File: src/rtl/feature_sample_assembler.sv
// Packs 64-bit DMA beats (two FP32 features each) into one sample vector for the tree-inference engine.
// Build option FEATURE_ASM_PINGPONG_EN: fill one buffer while the other is presented downstream.
module feature_sample_assembler #(
   parameter int MAX_FEATURES = 32,
   parameter int FEAT_W       = 32,
   parameter int DMA_W        = 64,
   parameter int CNT_W        = 32
) (
   input  logic                            clk,
   input  logic                            rst,
   input  logic                            start,
   input  logic [$clog2(MAX_FEATURES):0]   n_features,
   input  logic [CNT_W-1:0]                n_samples,
   input  logic                            in_valid,
   output logic                            in_ready,
   input  logic [DMA_W-1:0]                in_data,
   output logic                            out_valid,
   input  logic                            out_ready,
   output logic [MAX_FEATURES*FEAT_W-1:0]  out_features,
   output logic                            out_last,
   output logic                            busy,
   output logic                            done,
   output logic                            cfg_err
);

   localparam int NF_W  = $clog2(MAX_FEATURES) + 1;
   localparam int BC_W  = $clog2(MAX_FEATURES);
   localparam int VEC_W = MAX_FEATURES * FEAT_W;

   // Handshakes: a beat moves when in_valid && in_ready, a vector moves when
   // out_valid && out_ready, both on the rising clock edge. Neither ready nor
   // valid depends combinationally on the partner signal.
   typedef enum logic [1:0] {IDLE, FILL, HOLD, FINISH} state_t;

   state_t            state, state_nxt;
   logic [NF_W-1:0]   nf_q;
   logic [CNT_W-1:0]  ns_q;
   logic [BC_W-1:0]   beat_cnt;
   logic [CNT_W-1:0]  sample_cnt;
   logic [BC_W-1:0]   half_m1;
   logic              cfg_legal;
   logic              last_beat;
   logic              last_sample;
   logic              in_fire;
   logic              out_fire;

   assign cfg_legal   = (n_features != '0) && !n_features[0] &&
                        (n_features <= NF_W'(MAX_FEATURES));
   assign half_m1     = nf_q[NF_W-1:1] - BC_W'(1);
   assign last_beat   = (beat_cnt == half_m1);
   assign last_sample = (sample_cnt == ns_q - CNT_W'(1));

`ifdef FEATURE_ASM_PINGPONG_EN

   logic [VEC_W-1:0]  buf_q [2];
   logic [1:0]        full;
   logic              wr_sel;
   logic              rd_sel;
   logic [CNT_W-1:0]  fill_cnt;

   assign out_features = buf_q[rd_sel];

   // FILL: samples still arriving; HOLD: everything filled, draining the last vectors.
   always_comb begin
      state_nxt = state;
      busy      = (state != IDLE);
      done      = (state == FINISH);
      in_ready  = (state == FILL) && !full[wr_sel];
      out_valid = ((state == FILL) || (state == HOLD)) && full[rd_sel];
      out_last  = out_valid && last_sample;
      in_fire   = in_valid && in_ready;
      out_fire  = out_valid && out_ready;
      case (state)
         IDLE:    if (start && cfg_legal) state_nxt = (n_samples == '0) ? FINISH : FILL;
         FILL:    if (in_fire && last_beat && (fill_cnt == ns_q - CNT_W'(1))) state_nxt = HOLD;
         HOLD:    if (out_fire && last_sample) state_nxt = FINISH;
         FINISH:  state_nxt = IDLE;
         default: state_nxt = IDLE;
      endcase
   end

   always_ff @(posedge clk) begin
      if (rst) begin
         state      <= IDLE;
         cfg_err    <= 1'b0;
         nf_q       <= '0;
         ns_q       <= '0;
         beat_cnt   <= '0;
         sample_cnt <= '0;
         fill_cnt   <= '0;
         full       <= '0;
         wr_sel     <= 1'b0;
         rd_sel     <= 1'b0;
         buf_q[0]   <= '0;
         buf_q[1]   <= '0;
      end else begin
         state <= state_nxt;
         if (state == IDLE && start) begin
            if (!cfg_legal) begin
               cfg_err <= 1'b1;
            end else begin
               cfg_err    <= 1'b0;
               nf_q       <= n_features;
               ns_q       <= n_samples;
               beat_cnt   <= '0;
               sample_cnt <= '0;
               fill_cnt   <= '0;
               full       <= '0;
               wr_sel     <= 1'b0;
               rd_sel     <= 1'b0;
               buf_q[0]   <= '0;
               buf_q[1]   <= '0;
            end
         end
         // A write and a read never target the same buffer: one needs it empty, the other full.
         if (in_fire) begin
            for (int b = 0; b < MAX_FEATURES/2; b++)
               if (beat_cnt == BC_W'(b)) buf_q[wr_sel][b*DMA_W +: DMA_W] <= in_data;
            if (last_beat) begin
               beat_cnt     <= '0;
               full[wr_sel] <= 1'b1;
               wr_sel       <= ~wr_sel;
               fill_cnt     <= fill_cnt + CNT_W'(1);
            end else begin
               beat_cnt <= beat_cnt + BC_W'(1);
            end
         end
         if (out_fire) begin
            full[rd_sel]  <= 1'b0;
            buf_q[rd_sel] <= '0;
            rd_sel        <= ~rd_sel;
            sample_cnt    <= sample_cnt + CNT_W'(1);
         end
      end
   end

`else

   logic [VEC_W-1:0]  buf_q;

   assign out_features = buf_q;

   always_comb begin
      state_nxt = state;
      busy      = (state != IDLE);
      done      = 1'b0;
      in_ready  = 1'b0;
      out_valid = 1'b0;
      out_last  = 1'b0;
      case (state)
         IDLE:    if (start && cfg_legal) state_nxt = (n_samples == '0) ? FINISH : FILL;
         FILL: begin
            in_ready = 1'b1;
            if (in_valid && last_beat) state_nxt = HOLD;
         end
         HOLD: begin
            out_valid = 1'b1;
            out_last  = last_sample;
            if (out_ready) state_nxt = last_sample ? FINISH : FILL;
         end
         FINISH: begin
            done      = 1'b1;
            state_nxt = IDLE;
         end
         default: state_nxt = IDLE;
      endcase
      in_fire  = in_valid && in_ready;
      out_fire = out_valid && out_ready;
   end

   always_ff @(posedge clk) begin
      if (rst) begin
         state      <= IDLE;
         cfg_err    <= 1'b0;
         nf_q       <= '0;
         ns_q       <= '0;
         beat_cnt   <= '0;
         sample_cnt <= '0;
         buf_q      <= '0;
      end else begin
         state <= state_nxt;
         if (state == IDLE && start) begin
            if (!cfg_legal) begin
               cfg_err <= 1'b1;
            end else begin
               cfg_err    <= 1'b0;
               nf_q       <= n_features;
               ns_q       <= n_samples;
               beat_cnt   <= '0;
               sample_cnt <= '0;
               buf_q      <= '0;
            end
         end
         if (in_fire) begin
            for (int b = 0; b < MAX_FEATURES/2; b++)
               if (beat_cnt == BC_W'(b)) buf_q[b*DMA_W +: DMA_W] <= in_data;
            beat_cnt <= last_beat ? '0 : beat_cnt + BC_W'(1);
         end
         // Clearing on hand-off keeps unused high slots zero for the next sample.
         if (out_fire) begin
            sample_cnt <= sample_cnt + CNT_W'(1);
            if (!last_sample) buf_q <= '0;
         end
      end
   end

`endif

endmodule

File: config.mk
export PLATFORM = sky130hd
export DESIGN_NAME = feature_sample_assembler
export DESIGN_NICKNAME = d
export VERILOG_FILES = /design/src/rtl/feature_sample_assembler.sv
export SDC_FILE = /design/constraint.sdc
export NUM_CORES = 2
export LEC_CHECK = 0
export CAP_MARGIN = 30
export CORE_AREA = 3 3 436 438
export DETAILED_ROUTE_END_ITERATION = 12
export DIE_AREA = 0 0 439 441
export GPL_ROUTABILITY_DRIVEN = 1
export SYNTH_ARGS = -nofsm -noshare
export SYNTH_HDL_FRONTEND = slang
export SYNTH_SLANG_ARGS = --single-unit
File: constraint.sdc
create_clock -name clk -period 8.8 [get_ports clk]
set_input_delay 1.76 -clock clk [delete_from_list [all_inputs] [get_ports clk]]
set_output_delay 1.76 -clock clk [all_outputs]
set_load 0.005 [all_outputs]
# Word level (Yosys, flattened, before mapping)
# Cells that the tools add are included.
# word_totals
regBits	1102
in_bits	107
out_inout_bits	1030
wordCells	95
# op_classes
add_sub_neg	4
order_cmp	1
n_eq_ne	23
mux	39
n_reduce_logical	21
# op_table
op	n
$mux W1024	5
$mux W64	16
$mux W32	3
$eq A5 B4 Y1 const B	8
$add A32 B1 Y32 const B	1
$eq A32 B32 Y1	1
$logic_not A32 Y1	1
$sub A32 B1 Y32 const B	1
$eq A5 B3 Y1 const B	4
$mux W5	4
$eq A5 B2 Y1 const B	2
$mux W2	5
$reduce_bool A2 Y1	5
$pmux W2 S4	1
$logic_and A1 B1 Y1	7
$le A6 B6 Y1 const B	1
$ne A2 B2 Y1 const B	3
$reduce_and A2 Y1	3
$reduce_bool A6 Y1	1
$add A5 B1 Y5 const B	1
$eq A5 B1 Y1 const B	1
$eq A5 B5 Y1	1
$logic_not A5 Y1	1
$mux W1	5
other kinds (6)	7

# Logic depth before layout (Yosys ltp)
# depth
depth_word	9
depth_mapped	14
ltp_nobuf	10

# Least setup slack after synthesis
# No wires, ideal clock.
# synth_path
kind	register to output
start	register ns_q[13]
end	output out_last
t_arrival_ns	2.615
t_required_ns	7.040
path_slack_ns	4.425
stages_incl_launch_ff	11
n_path_buf	3
cell_sequence	dfxtp_1 > buf_2 > or4_1 > clkbuf_1 > or3_1 > buf_2 > o41a_1 > nor2b_1 > nand4_1 > nor4_4 > and4_1
# synth_between
elab_chain_len	3
# synth_lines
element	line	rtl
start: declaration	37	logic [CNT_W-1:0] ns_q;
start signal: assignment	188	ns_q <= n_samples;
$sub A32 B1 Y32	51	assign last_sample = (sample_cnt == ns_q - CNT_W'(1));
$eq A32 B32 Y1	51	
$mux W1	150	case (state)
end: declaration	20	output logic out_last,
# No other way between the ends.

# Worst setup path in the final report
# layout_path
start	register ns_q[0]
end	output out_last
# Same word-level chain as after synthesis.

==> qor.txt <==
RUN STATUS
--------------------------------------------------------------------------------
Result of the run                                                      completed

TIMING
--------------------------------------------------------------------------------
Final Hold Fails                                                               0
Achievable frequency                                                     161 MHz
Maximum clock skew at final layout                                     0.0483 ns
Measured slew at the worst slew-check pin                                1.06 ns
Worst max-slew margin expressed relative to the limit                      29.3%
Part of the cycle the worst path needs                                     70.6%
Total negative slack for setup checks                                       0 ns
Pins Over Slew Limit                                                           0
Unrepaired setup endpoints after global routing                            false
Time the final worst path needs with I/O delays and setup                6.21 ns
Setup violations, final                                                        0

PLACED DESIGN
--------------------------------------------------------------------------------
Sum of net half-perimeters after detailed placement                       132 mm
Inst Count DP                                                               8525
Number of buffers inserted by port buffering                                1136
Placer's final routability congestion estimate                             0.853

CLOCKING
--------------------------------------------------------------------------------
Insertion delay of the later-clocked pin in the worst-skew pair          0.79 ns
CTS H-Tree Depth                                                               4
Maximum number of buffers from clock root to sink                              3
Number of CTS-inserted buffers                                               130
Setup fix buffers added after clock tree synthesis                             0
CTS-repair resized insts                                                       0
Master cell of the clock root buffer                                sky130_fd_sc_hd__clkbuf_16
CTS tree                                                                     yes
Number of clock sinks                                                       1101
CTS clock-pin slew for the worst setup and hold paths                    0.06 ns
# hold bufs at CTS                                                             0

WORST SETUP PATH
--------------------------------------------------------------------------------
Cell mode on critical path                                          sky130_fd_sc_hd__nand4_1
Type of the setup path with the least slack                           reg -> out
Reg-to-reg critical path startpoint                                      ns_q[0]
Startpoint types                                                        register
Type of element capturing the critical path                           output pin
Crit Path Max Fanout                                                           9
Critical path launch point                                               ns_q[0]
CP arrival                                                               4.45 ns
Worst path top cell family by delay                                 simple AND/OR/NAND/NOR gates
Slowest-stage cell, CP                                              sky130_fd_sc_hd__clkdlybuf4s50_1
CP required                                                              7.04 ns
Critical path buffers and inverters                                            2
Critical Path Max Stage Delay                                            0.58 ns
Cells along the critical path                                       inv_1 > ha_1 > nor3b_2 > nand4_1 > or4_1 > a211oi_1 > nand4_1 > nor4_4 > and4_1 > clkdlybuf4s50_1

YOSYS
--------------------------------------------------------------------------------
Post-synthesis sequential area ratio                                       52.2%
Main synth FF type                                                  sky130_fd_sc_hd__dfxtp_1
Cell types with the highest counts after synthesis                  sky130_fd_sc_hd__nor2_1, sky130_fd_sc_hd__dfxtp_1, sky130_fd_sc_hd__a31oi_1
Syn Area/Cell                                                         7.89 sq um
Synthesized netlist cell count                                              5359
Area of the mapped netlist                                           42300 sq um
Share of synthesized flip-flops with an asynchronous set or reset             0%
EDFF count, synth                                                              0
Area share of the leading cell type in the synthesized netlist             52.2%
Post-synth cell types                                                         62
Yosys warning count                                                            0
Flop and latch count out of synthesis                                       1101
Post-Syn Nets                                                               5474
Cell with the most instances after synthesis                        sky130_fd_sc_hd__nor2_1
Top cell type by total area after synthesis                         sky130_fd_sc_hd__dfxtp_1
Top cells by area, synth                                            sky130_fd_sc_hd__dfxtp_1, sky130_fd_sc_hd__nor2_1, sky130_fd_sc_hd__a31oi_1

FLOW RUN
--------------------------------------------------------------------------------
Max-cap violations                                                             0

GLOBAL ROUTE
--------------------------------------------------------------------------------
Largest net degree at the start of global routing                            194
Global route overflow                                                          0
Via count of the first global-routing pass                                 39000
Initial antenna violation count                                               12
Total GRT Usage                                                            18.8%
Wire length of the first global-routing pass                              272 mm

FLOORPLANNING
--------------------------------------------------------------------------------
Core region area                                                    187000 sq um
Die area                                                            194000 sq um
Count of standard-cell rows                                                  159
Starting utilization of the core area                                      22.6%
Die span in y                                                        441 microns
Die W                                                                439 microns
I/O pin count                                                               1137

ROUTE
--------------------------------------------------------------------------------
Post-route ant nets                                                            0
Routed WL per cell                                                  22.2 microns
Routed via count                                                           42900
DR vias/cell                                                                4.89
Number of remaining DRC errors                                                 0
DR pass1 iterations                                                            6
Drt total wl                                                              194 mm
Initial drt markers                                                         3691

LAYOUT
--------------------------------------------------------------------------------
Final standard cell count with taps included and fillers excluded           8759
Filler Cells Inserted                                                      19500
Number of nets in the finished design                                       6279
Footprint of the flip-flops and latches                              22000 sq um
Area of the multi-input gates                                        18000 sq um
Layout cell share with drive strength beyond 1                             5.86%
Synth-to-layout area growth                                                42.0%

MIN PATH
--------------------------------------------------------------------------------
Class of the tightest hold or removal check                           reg -> reg
Startpoint of the most critical hold path                                nf_q[5]

POWER
--------------------------------------------------------------------------------
Combinational share of power                                                5.4%
Total net switching power                                                2760 uW
Part of the total power dissipated in the clock network                    49.6%
Power per standard cell area                                         186 nW/um^2
Design Power                                                            11200 uW
Switching part of the total power                                          24.7%
Peak VDD IR                                                               138 uV
Sequential share of power                                                  45.0%
Leakage Power                                                          0.0232 uW
Internal cell power                                                      8390 uW

[area by class of cell]
class | count | share of cell area (%)
antenna | 5 | 0.0209
inverter | 17 | 0.106
clock inverter | 48 | 1.08
multi-input combinational | 3667 | 29.9
clock buffer | 179 | 6.22
tap | 2495 | 5.20
sequential | 1101 | 36.7
timing repair buffer | 1247 | 20.7
[cell usage in the layout (no fill, tap or decap), drive strengths merged, types with 3 or more instances in the layout]
cell,synthesis,final
a211oi,6,6
a21oi,127,127
a311oi,5,5
a31oi,970,970
and2,3,3
and3,73,73
buf,116,112
bufinv,0,8
clkbuf,458,179
clkdlybuf4s50,0,1135
clkinv,0,30
dfxtp,1101,1101
diode,0,5
ha,8,8
inv,17,25
mux2i,6,6
nand2,116,116
nand2b,69,69
nand3,24,24
nand3b,3,3
nand4,16,16
nand4b,5,5
nor2,1972,1972
nor2b,11,11
nor3,85,85
nor3b,4,4
nor4,23,23
o211ai,14,14
o21a,5,5
o21ai,14,14
o31a,3,3
o31ai,3,3
or2,9,9
or3,18,18
or4,5,5
xnor2,25,25
xor2,20,20
[state kept, by name, summed over array words and instances, names as in the netlist]
name	cells
ns_q	32
out_features	1024
nf_q	5
state	2
cfg_err	1
sample_cnt	32
beat_cnt	5
[layer usage]
| metal | part of all wire [%] | global-route usage, % | routed length [microns] | vias to the layer above |
|---|---|---|---|---|
| met5 | 0 | 0 | 0 | - |
| met2 | 46 | 30.3 | 89900 | 1854 |
| met4 | 4.9 | 8.72 | 9590 | 0 |
| met3 | 9.0 | 5.71 | 17500 | 443 |
| li1 | - | - | - | 19900 |
| met1 | 40 | 22.8 | 77100 | 20700 |
[final timing paths]
path	end	slack, ns	cells past startpoint
worst max register to register	out_features[530]	3.86	12
worst max-delay path	out_last	2.59	10
worst min register to register	nf_q[5]	0.47	2
worst min-delay path	nf_q[5]	0.47	2
[worst reg2reg max path: stages, from the launching register on]
cell and delay (ns):
sky130_fd_sc_hd__dfxtp_1 0.36, sky130_fd_sc_hd__inv_1 0.09, sky130_fd_sc_hd__ha_1 0.25, sky130_fd_sc_hd__nor3b_2 0.51
sky130_fd_sc_hd__nand4_1 0.37, sky130_fd_sc_hd__nor4_1 0.29, sky130_fd_sc_hd__mux2_2 0.37, sky130_fd_sc_hd__mux2i_1 0.13
sky130_fd_sc_hd__o21ai_0 0.21, sky130_fd_sc_hd__a31oi_4 0.59, sky130_fd_sc_hd__buf_12 0.38, sky130_fd_sc_hd__buf_12 0.79
sky130_fd_sc_hd__nor2_1 0.46
[stage by stage]
step / util, % / hold slack, ns / area [sq um] / setup WS, ns
2_1_floorplan: - / 0.448 / 42300 / 4.42
3_3_place_gp: 29.7 / 0.460 / 55500 / 3.49
3_5_place_dp: 29.7 / 0.464 / 55500 / 3.45
4_1_cts: 32.0 / 0.473 / 59900 / 2.55
5_1_grt: 32.1 / 0.507 / 60000 / 2.27
6_report: 32.1 / 0.474 / 60000 / 2.59
[power by group through the flow]
| stage | combinational, uW | sequential (uW) | clock (uW) |
|---|---|---|---|
| floorplan | 290 | 5120 | 0 |
| CTS | 601 | 5010 | 5640 |
| finish | 605 | 5020 | 5530 |
| global route | 636 | 5010 | 5850 |
| detailed placement | 599 | 5120 | 0 |
| global placement | 591 | 5120 | 0 |
[kinds of logic (layout without fill, tap and decap cells)]
family | count (synthesis) | count (layout) | share of synthesized area (%)
AO/OA/AOI/OAI | 1163 | 1163 | 17.0
buffers and inverters | 591 | 1491 | 5.76
other | 0 | 5 | 0
multiplexers | 7 | 7 | 0.169
AND/OR/NAND/NOR | 2444 | 2444 | 23.7
flip-flops | 1101 | 1101 | 52.2
adder cells (fa/ha/maj) | 8 | 8 | 0.237
XOR/XNOR | 45 | 45 | 0.933
(Power assumes the default switching activity.)
